`src/rtl/usb_rx_field_sr.sv`:
```
// rtl/usb_rx_field_sr.sv - receive-side variable-length field shift register for the USB packet receiver
//
// Purpose:
//   Collects LSB-first, NRZI-decoded, de-stuffed bits into a field of
//   1..WIDTH bits. The field length is chosen when the capture starts.
//   The completed field is presented right-justified in a holding register,
//   together with a one-cycle valid strobe. An optional PID check-nibble test
//   runs on 8-bit fields.
//
// Ports:
//   clk          in   system clock, rising edge
//   rst          in   synchronous active-high reset
//   in_data      in   decoded serial bit
//   data_shift   in   bit strobe, one pulse per bit period
//   read_val     in   1 = real data bit, 0 = stuffed bit (ignored)
//   start        in   pulse: clear and begin capturing a new field
//   field_len    in   field length in bits, sampled on start (0 or >WIDTH means WIDTH)
//   pid_mode     in   enable the PID check for this field, sampled on start
//   abort        in   EOP/error: discard the field in progress
//   field_data   out  last completed field, right-justified, zero-extended
//   field_valid  out  one-cycle pulse when field_data/pid_err are updated
//   pid_err      out  PID check failed for the last completed field
//   busy         out  capture in progress
//   bit_cnt      out  bits accepted so far in the current field

module usb_rx_field_sr #(
   parameter int WIDTH = 16,
   parameter int CNT_W = 5
) (
   input  logic             clk,
   input  logic             rst,
   input  logic             in_data,
   input  logic             data_shift,
   input  logic             read_val,
   input  logic             start,
   input  logic [CNT_W-1:0] field_len,
   input  logic             pid_mode,
   input  logic             abort,
   output logic [WIDTH-1:0] field_data,
   output logic             field_valid,
   output logic             pid_err,
   output logic             busy,
   output logic [CNT_W-1:0] bit_cnt
);

   localparam logic [CNT_W-1:0] WIDTH_C = CNT_W'(WIDTH);
   localparam logic [CNT_W-1:0] PID_LEN = CNT_W'(8);

   typedef enum logic {
      ST_IDLE  = 1'b0,
      ST_SHIFT = 1'b1
   } state_t;

   state_t           state_q, state_d;
   logic [WIDTH-1:0] shift_q, shift_d;
   logic [CNT_W-1:0] cnt_q, cnt_d;
   logic [CNT_W-1:0] len_q, len_d;
   logic             pid_q, pid_d;
   logic [WIDTH-1:0] data_q, data_d;
   logic             valid_q, valid_d;
   logic             err_q, err_d;

   logic             accept;
   logic [WIDTH-1:0] shifted;
   logic [WIDTH-1:0] result;
   logic [CNT_W-1:0] cnt_inc;
   logic [CNT_W-1:0] len_eff;

   assign accept  = data_shift & read_val;
   // New bits enter at the MSB, so the first bit received drifts down to
   // bit (WIDTH-len) and the final right-shift moves it to bit 0.
   assign shifted = {in_data, shift_q[WIDTH-1:1]};
   assign result  = shifted >> (WIDTH_C - len_q);
   assign cnt_inc = cnt_q + 1'b1;
   assign len_eff = ((field_len == '0) || (field_len > WIDTH_C)) ? WIDTH_C : field_len;

   always_comb begin
      state_d = state_q;
      shift_d = shift_q;
      cnt_d   = cnt_q;
      len_d   = len_q;
      pid_d   = pid_q;
      data_d  = data_q;
      valid_d = 1'b0;
      err_d   = err_q;

      unique case (state_q)
         ST_IDLE: begin
            if (start) begin
               shift_d = '0;
               cnt_d   = '0;
               len_d   = len_eff;
               pid_d   = pid_mode;
               state_d = ST_SHIFT;
            end
         end
         ST_SHIFT: begin
            if (abort) begin
               // Holding register and pid_err keep the last completed field.
               cnt_d   = '0;
               state_d = ST_IDLE;
            end else if (start) begin
               // Restart wins over any bit on the same edge, including a final bit.
               shift_d = '0;
               cnt_d   = '0;
               len_d   = len_eff;
               pid_d   = pid_mode;
            end else if (accept) begin
               shift_d = shifted;
               cnt_d   = cnt_inc;
               if (cnt_inc == len_q) begin
                  data_d  = result;
                  err_d   = pid_q && (len_q == PID_LEN) && (result[7:4] != ~result[3:0]);
                  valid_d = 1'b1;
                  state_d = ST_IDLE;
               end
            end
         end
         default: state_d = ST_IDLE;
      endcase
   end

   always_ff @(posedge clk) begin
      if (rst) begin
         state_q <= ST_IDLE;
         shift_q <= '0;
         cnt_q   <= '0;
         len_q   <= '0;
         pid_q   <= 1'b0;
         data_q  <= '0;
         valid_q <= 1'b0;
         err_q   <= 1'b0;
      end else begin
         state_q <= state_d;
         shift_q <= shift_d;
         cnt_q   <= cnt_d;
         len_q   <= len_d;
         pid_q   <= pid_d;
         data_q  <= data_d;
         valid_q <= valid_d;
         err_q   <= err_d;
      end
   end

   assign field_data  = data_q;
   assign field_valid = valid_q;
   assign pid_err     = err_q;
   assign busy        = (state_q == ST_SHIFT);
   assign bit_cnt     = cnt_q;

endmodule

```
`config.mk`:
```
export PLATFORM = sky130hd
export DESIGN_NAME = usb_rx_field_sr
export DESIGN_NICKNAME = d
export VERILOG_FILES = /design/src/rtl/usb_rx_field_sr.sv
export SDC_FILE = /design/constraint.sdc
export NUM_CORES = 1
export LEC_CHECK = 0
export BUFFER_PORTS_ARGS = -buffer_cell sky130_fd_sc_hd__buf_2
export CORE_MARGIN = 2
export CORE_UTILIZATION = 35
export CTS_BUF_LIST = sky130_fd_sc_hd__clkbuf_16
export CTS_CLUSTER_SIZE = 16
export DETAILED_ROUTE_END_ITERATION = 6
export PLACE_DENSITY = 0.64
export REMOVE_ABC_BUFFERS = 1
export SLEW_MARGIN = 15
export SYNTH_ARGS = -nofsm -noshare
export SYNTH_HDL_FRONTEND = slang
export SYNTH_SLANG_ARGS = --single-unit
```
`constraint.sdc`:
```
create_clock -name clk -period 6.7 [get_ports clk]
set_input_delay 1.34 -clock clk [delete_from_list [all_inputs] [get_ports clk]]
set_output_delay 1.34 -clock clk [all_outputs]
set_load 0.01 [all_outputs]
```
==> flow_summary.ini, run 1 <==
[final_layout]
nFillCells = 780
fin_nets = 352
antenna_cells = 0
area_growth_pct = 13.5
drive_above_1_share_pct = 19.0
stdcell_area_mm2 = 0.00315

[power]
worst_ir_drop_vdd_mv = 0.0841
p_leak_uw = 0.00117
power_density_mw_per_mm2 = 202

[clock_network]
cts_hold_buf = 0
htreeDepth = 2
cts_tree = built
cts_inserted_buffers = 5
cts_resized = 0
cts_num_sinks = 45
clk-insertion-delay-late_ns = 0.29
clk_pin_slew_worst_paths_ns = 0.06
cts.path.max_buffers = 2
postCtsSetupBuffers = 0
cts-root-buf = clkbuf_16

[timing]
max_slew.worst_pin.slew_ns = 1.07
fin_worst_skew_ns = 0.00408
min_period_ns = 3.40
hold_viol = 0
fmax_mhz = 294
slew_headroom_pct = 28.4
finalMaxSlewViolations = 0
setup_tns_ns = 0
setup_viol = 0
rsz0062_at_grt = false
period_share_pct = 50.7

[routing]
drc = 0
ant_nets = 0
via_per_inst = 5.38
drt-total-wl_mm = 5.96
first_pass_iters = 4
first_iter_violations = 101
post_drt_wl_per_cell_um = 13.6
vias = 2361

[min_path]
hold_path.class = flip-flop to flip-flop

[die]
dieArea_mm2 = 0.00867
fp-row-count = 32
coreArea_mm2 = 0.00773
initial_core_util_pct = 36.0
die_w_um = 93.1
die_h_um = 93.1
pin_count = 37

[worst_setup_path]
crit_type = flip-flop to flip-flop
worstPathArrival_ns = 3.58
cp_cell_sequence = inv_1 > ha_1 > mux4_1 > xor2_1 > o211ai_1 > a221oi_2 > o21ai_1 > o31a_1
cp_slowest_stage_delay_ns = 1.00
slowest_stage = dfxtp_1
path_max_fanout = 22
crit_family = flip-flops
critPathBufInv = 1
cp-start-kind = flip-flop
crit_path_end_kind = flip-flop
cp_data_required_time_ns = 6.88

[logic_synthesis]
synthArstFlopShare_pct = 0
synth_top_area_cell = dfxtp_1
syn_area_per_cell_um2 = 8.85
synth.yosys.seq_area_share_pct = 32.4
synth_area_leaders = dfxtp_1 32%, a21oi_1 7.2%, mux4_2 6.5%
synth_edf_count = 0
synth_ff_type = dfxtp_1
synthCells = 314
synth_commonest_cells = 45 x dfxtp_1, 40 x a21oi_1, 37 x nand2_1
synth_top_area_share_pct = 32.4
syn_area_mm2 = 0.00278
yosysMostFrequentCell = dfxtp_1
synth_cell_types = 55
ys_ff_latch = 45
yosys_warnings = 0

[global_routing]
grt_pass1_wl_mm = 10.1
grt_antenna_before_repair = 0
grtUsageTotal_pct = 14.4
first_global_vias = 2117
overflow = 0
grt_start_max_net_pins = 46

[placement]
dpl_cell_area_mm2 = 0.00298
place_hpwl_mm = 4.36
port_buffers = 36
place_congestion = 0.859

[outcome]
outcome = complete, no violations

[flow_run]
maxCapViolCount = 0
## report_power, final
group	internal (uW)	switching, uW	leakage (uW)	total [uW]
clock	173	99.5	0.0000826	273
sequential	270	6.99	0.000363	277
combinational	31.4	54.2	0.000720	85.6
## worst register-to-register path, delay by kind of cell, from the launching register on
| kind | cells | cell delay (ns) |
|---|---|---|
| DFF | 1 | 1.00 |
| adders and majority gates | 1 | 0.73 |
| xor gates and xnor gates | 1 | 0.20 |
| muxes | 1 | 0.48 |
| buffers and inverters | 1 | 0.12 |
| AOI/OAI and AO/OA | 4 | 0.79 |
## area by class of cell
class | instances | area [um^2] | area share [%]
clock buffer | 5 | 125 | 3.97
clock inverter | 3 | 37.5 | 1.19
inverter | 9 | 33.8 | 1.07
multi-input combinational | 238 | 1740 | 55.2
sequential | 45 | 901 | 28.6
tap | 102 | 128 | 4.05
timing repair buffer | 37 | 188 | 5.95
## final timing paths
| path | slack (ns) | cells after the start | startpoint | endpoint |
|---|---|---|---|---|
| worst max-delay path | 3.30 | 8 | len_q[0] | pid_err |
| worst min-delay path | 0.45 | 2 | field_data[5] | field_data[5] |
| worst max register to register | 3.30 | 8 | len_q[0] | pid_err |
| worst min register to register | 0.45 | 2 | field_data[5] | field_data[5] |
## layout by cell type, fill, tap and decap left out, types with 3 or more instances in the layout
cell type and instances:
nor3_1 8, dfxtp_1 45, nor3b_1 3, mux4_1 6, xnor2_1 7, mux4_2 8, clkbuf_16 5, nor2_1 27
a22oi_1 3, mux2i_1 12, a21oi_1 40, nand2_1 37, o21ai_0 3, inv_1 10, ha_1 3, nand3_1 21
xor2_1 4, o22ai_1 4, nand3b_1 8, buf_2 36
## through the flow
| stage | hold slack [ns] | power, uW | setup slack, ns | utilization, % | std cells |
|---|---|---|---|---|---|
| final | 0.449 | 636 | 3.30 | 40.8 | 439 |
| after global routing | 0.465 | 665 | 3.00 | 40.8 | 439 |
| after CTS | 0.453 | 643 | 3.17 | 40.7 | 439 |
| after detailed placement | 0.445 | 368 | 3.17 | 38.6 | 431 |
| after global placement | 0.440 | 367 | 3.29 | 38.6 | 431 |
| after floorplan | 0.421 | 344 | 3.32 | - | 292 |
## logic make-up after synthesis
family / Yosys count / synth area share [%]
xor gates and xnor gates: 13 / 4.37
muxes: 26 / 16.5
buffers and inverters: 31 / 5.45
adders and majority gates: 3 / 1.35
AOI/OAI and AO/OA: 73 / 17.6
DFF: 45 / 32.4
and+or+nand+nor: 123 / 22.4
## sequential cells by signal (all words and copies together), names as in the netlist
register / count
bit_cnt: 5
busy: 1
field_data: 16
field_valid: 1
len_q: 5
pid_err: 1
pid_q: 1
shift_q: 15
## layer usage
layer	share of wire, %	vias up	GRT usage [%]
met5	0	-	0
met4	1.6	0	5.15
met3	4.2	8	3.14
met2	45	45	22.5
met1	49	1115	19.8
li1	-	1193	-
(Power assumes the default switching activity.)
==> run 2: changes to the inputs <==
==> constraint.sdc (replaced) <==
create_clock -name clk -period 3.3 [get_ports clk]
set_input_delay 0.66 -clock clk [delete_from_list [all_inputs] [get_ports clk]]
set_output_delay 0.66 -clock clk [all_outputs]
set_load 0.01 [all_outputs]
==> run 2 against run 1 <==
  * Hold slack better by 0.0036 ns
  * Highest routed layer unchanged
  * First-iteration DRC count grew 22%
  * Total power increased by 91%
==> flow_summary.ini, run 2 (synthesis gave the netlist of run 1 again) <==
[clock_network]
cts_resized = 0
cts-root-buf = clkbuf_16
cts_num_sinks = 45
cts_inserted_buffers = 5
cts.path.max_buffers = 2
htreeDepth = 2
cts_tree = built
postCtsSetupBuffers = 0
cts_hold_buf = 0
clk_pin_slew_worst_paths_ns = 0.06
clk-insertion-delay-late_ns = 0.28

[worst_setup_path]
path_max_fanout = 19
crit_path_end_kind = flip-flop
worstPathArrival_ns = 2.90
crit_type = flip-flop to flip-flop
cp_data_required_time_ns = 3.48
cp-start-kind = flip-flop

[timing]
fmax_mhz = 367
setup_tns_ns = 0
rsz0062_at_grt = false
hold_viol = 0
setup_viol = 0
period_share_pct = 82.5
finalMaxSlewViolations = 0
slew_headroom_pct = 36.8
max_slew.worst_pin.slew_ns = 0.941
fin_worst_skew_ns = 0.00402
min_period_ns = 2.72

[placement]
place_hpwl_mm = 4.38
place_congestion = 0.832
dpl_cell_area_mm2 = 0.00301
port_buffers = 36

[final_layout]
antenna_cells = 0
stdcell_area_mm2 = 0.00315
largest_reg_flops = 16
area_growth_pct = 13.2
final_cell_mix = 45 x dfxtp_1, 40 x a21oi_1, 37 x nand2_1, 36 x buf_2, 27 x nor2_1
drive_above_1_share_pct = 19.4
fin_nets = 355
final_common_cell = dfxtp_1

[power]
worst_ir_drop_vdd_mv = 0.189
finalPower_uw = 1220
p_leak_uw = 0.00117
power_density_mw_per_mm2 = 386

[routing]
via_per_inst = 5.26
vias = 2326
drt-total-wl_mm = 5.89
ant_nets = 0
drc = 0
first_pass_iters = 5
post_drt_wl_per_cell_um = 13.3
first_iter_violations = 123

[outcome]
outcome = complete, no violations

[die]
die_h_um = 93.1
fp-row-count = 32
die_w_um = 93.1
initial_core_util_pct = 36.0
coreArea_mm2 = 0.00773
pin_count = 37
dieArea_mm2 = 0.00867

[global_routing]
grt_pass1_wl_mm = 10.2
grt_start_max_net_pins = 46
first_global_vias = 2144
grtUsageTotal_pct = 14.4
grt_antenna_before_repair = 0
overflow = 0

[flow_run]
maxCapViolCount = 0

[min_path]
hold_path.class = flip-flop to flip-flop
## run 2: cell count changes in the layout (fill, tap and decap cells not counted)
cell,before,now
buf_4,1,4
clkinvlp_4,0,1
bufinv_16,1,0
clkinv_1,1,0
xor2_2,1,0
xor2_1,4,5
inv_1,10,11
## run 2: per-stage QoR
step           instances  setup slack [ns]  util (%)  hold WS [ns]
3_5_place_dp         434             0.591      38.9         0.446
2_1_floorplan        292             0.163         -         0.421
3_3_place_gp         434             0.653      38.9         0.438
5_1_grt              442             0.412      40.7         0.469
6_report             442             0.578      40.7         0.453
4_1_cts              442             0.584      40.7         0.454
## run 2: final cells by class
| cell class | instances | area (um^2) |
|---|---|---|
| clock buffers | 5 | 125 |
| clock inverters | 3 | 15.0 |
| fillers | 790 | 4580 |
| inverters | 9 | 33.8 |
| multi-input cells | 238 | 1730 |
| flip-flops and latches | 45 | 901 |
| well taps | 102 | 128 |
| repair buffers | 40 | 210 |
## run 2: where the power goes
part / internal, uW / total [uW] / switching, uW / leakage, uW
clock network: 275 / 476 / 201 / 0.0000724
registers: 548 / 558 / 9.67 / 0.000363
logic: 67.0 / 181 / 114 / 0.000733
## run 2: per-layer routing
layer / GRT usage [%] / vias to the layer above / share of wire [%]
met5: 0 / - / 0
met4: 4.53 / 0 / 1.5
met3: 2.50 / 7 / 3.6
met2: 22.5 / 41 / 47
met1: 20.2 / 1077 / 48
li1: - / 1201 / -
## run 2: path summary, 6_finish.rpt
check,slack [ns],cells past startpoint,endpoint,startpoint
setup / recovery,0.58,8,pid_err,len_q[1]
hold / removal,0.45,2,field_data[14],field_data[14]
setup reg to reg,0.58,8,pid_err,len_q[1]
hold reg to reg,0.45,2,field_data[14],field_data[14]
## run 2: critical path: stages, from the launching register on
cell	delay, ns
dfxtp_1	0.45
inv_1	0.07
ha_1	0.69
mux4_2	0.62
inv_1	0.07
mux4_2	0.26
and3_1	0.16
o21ai_1	0.07
o31a_1	0.23
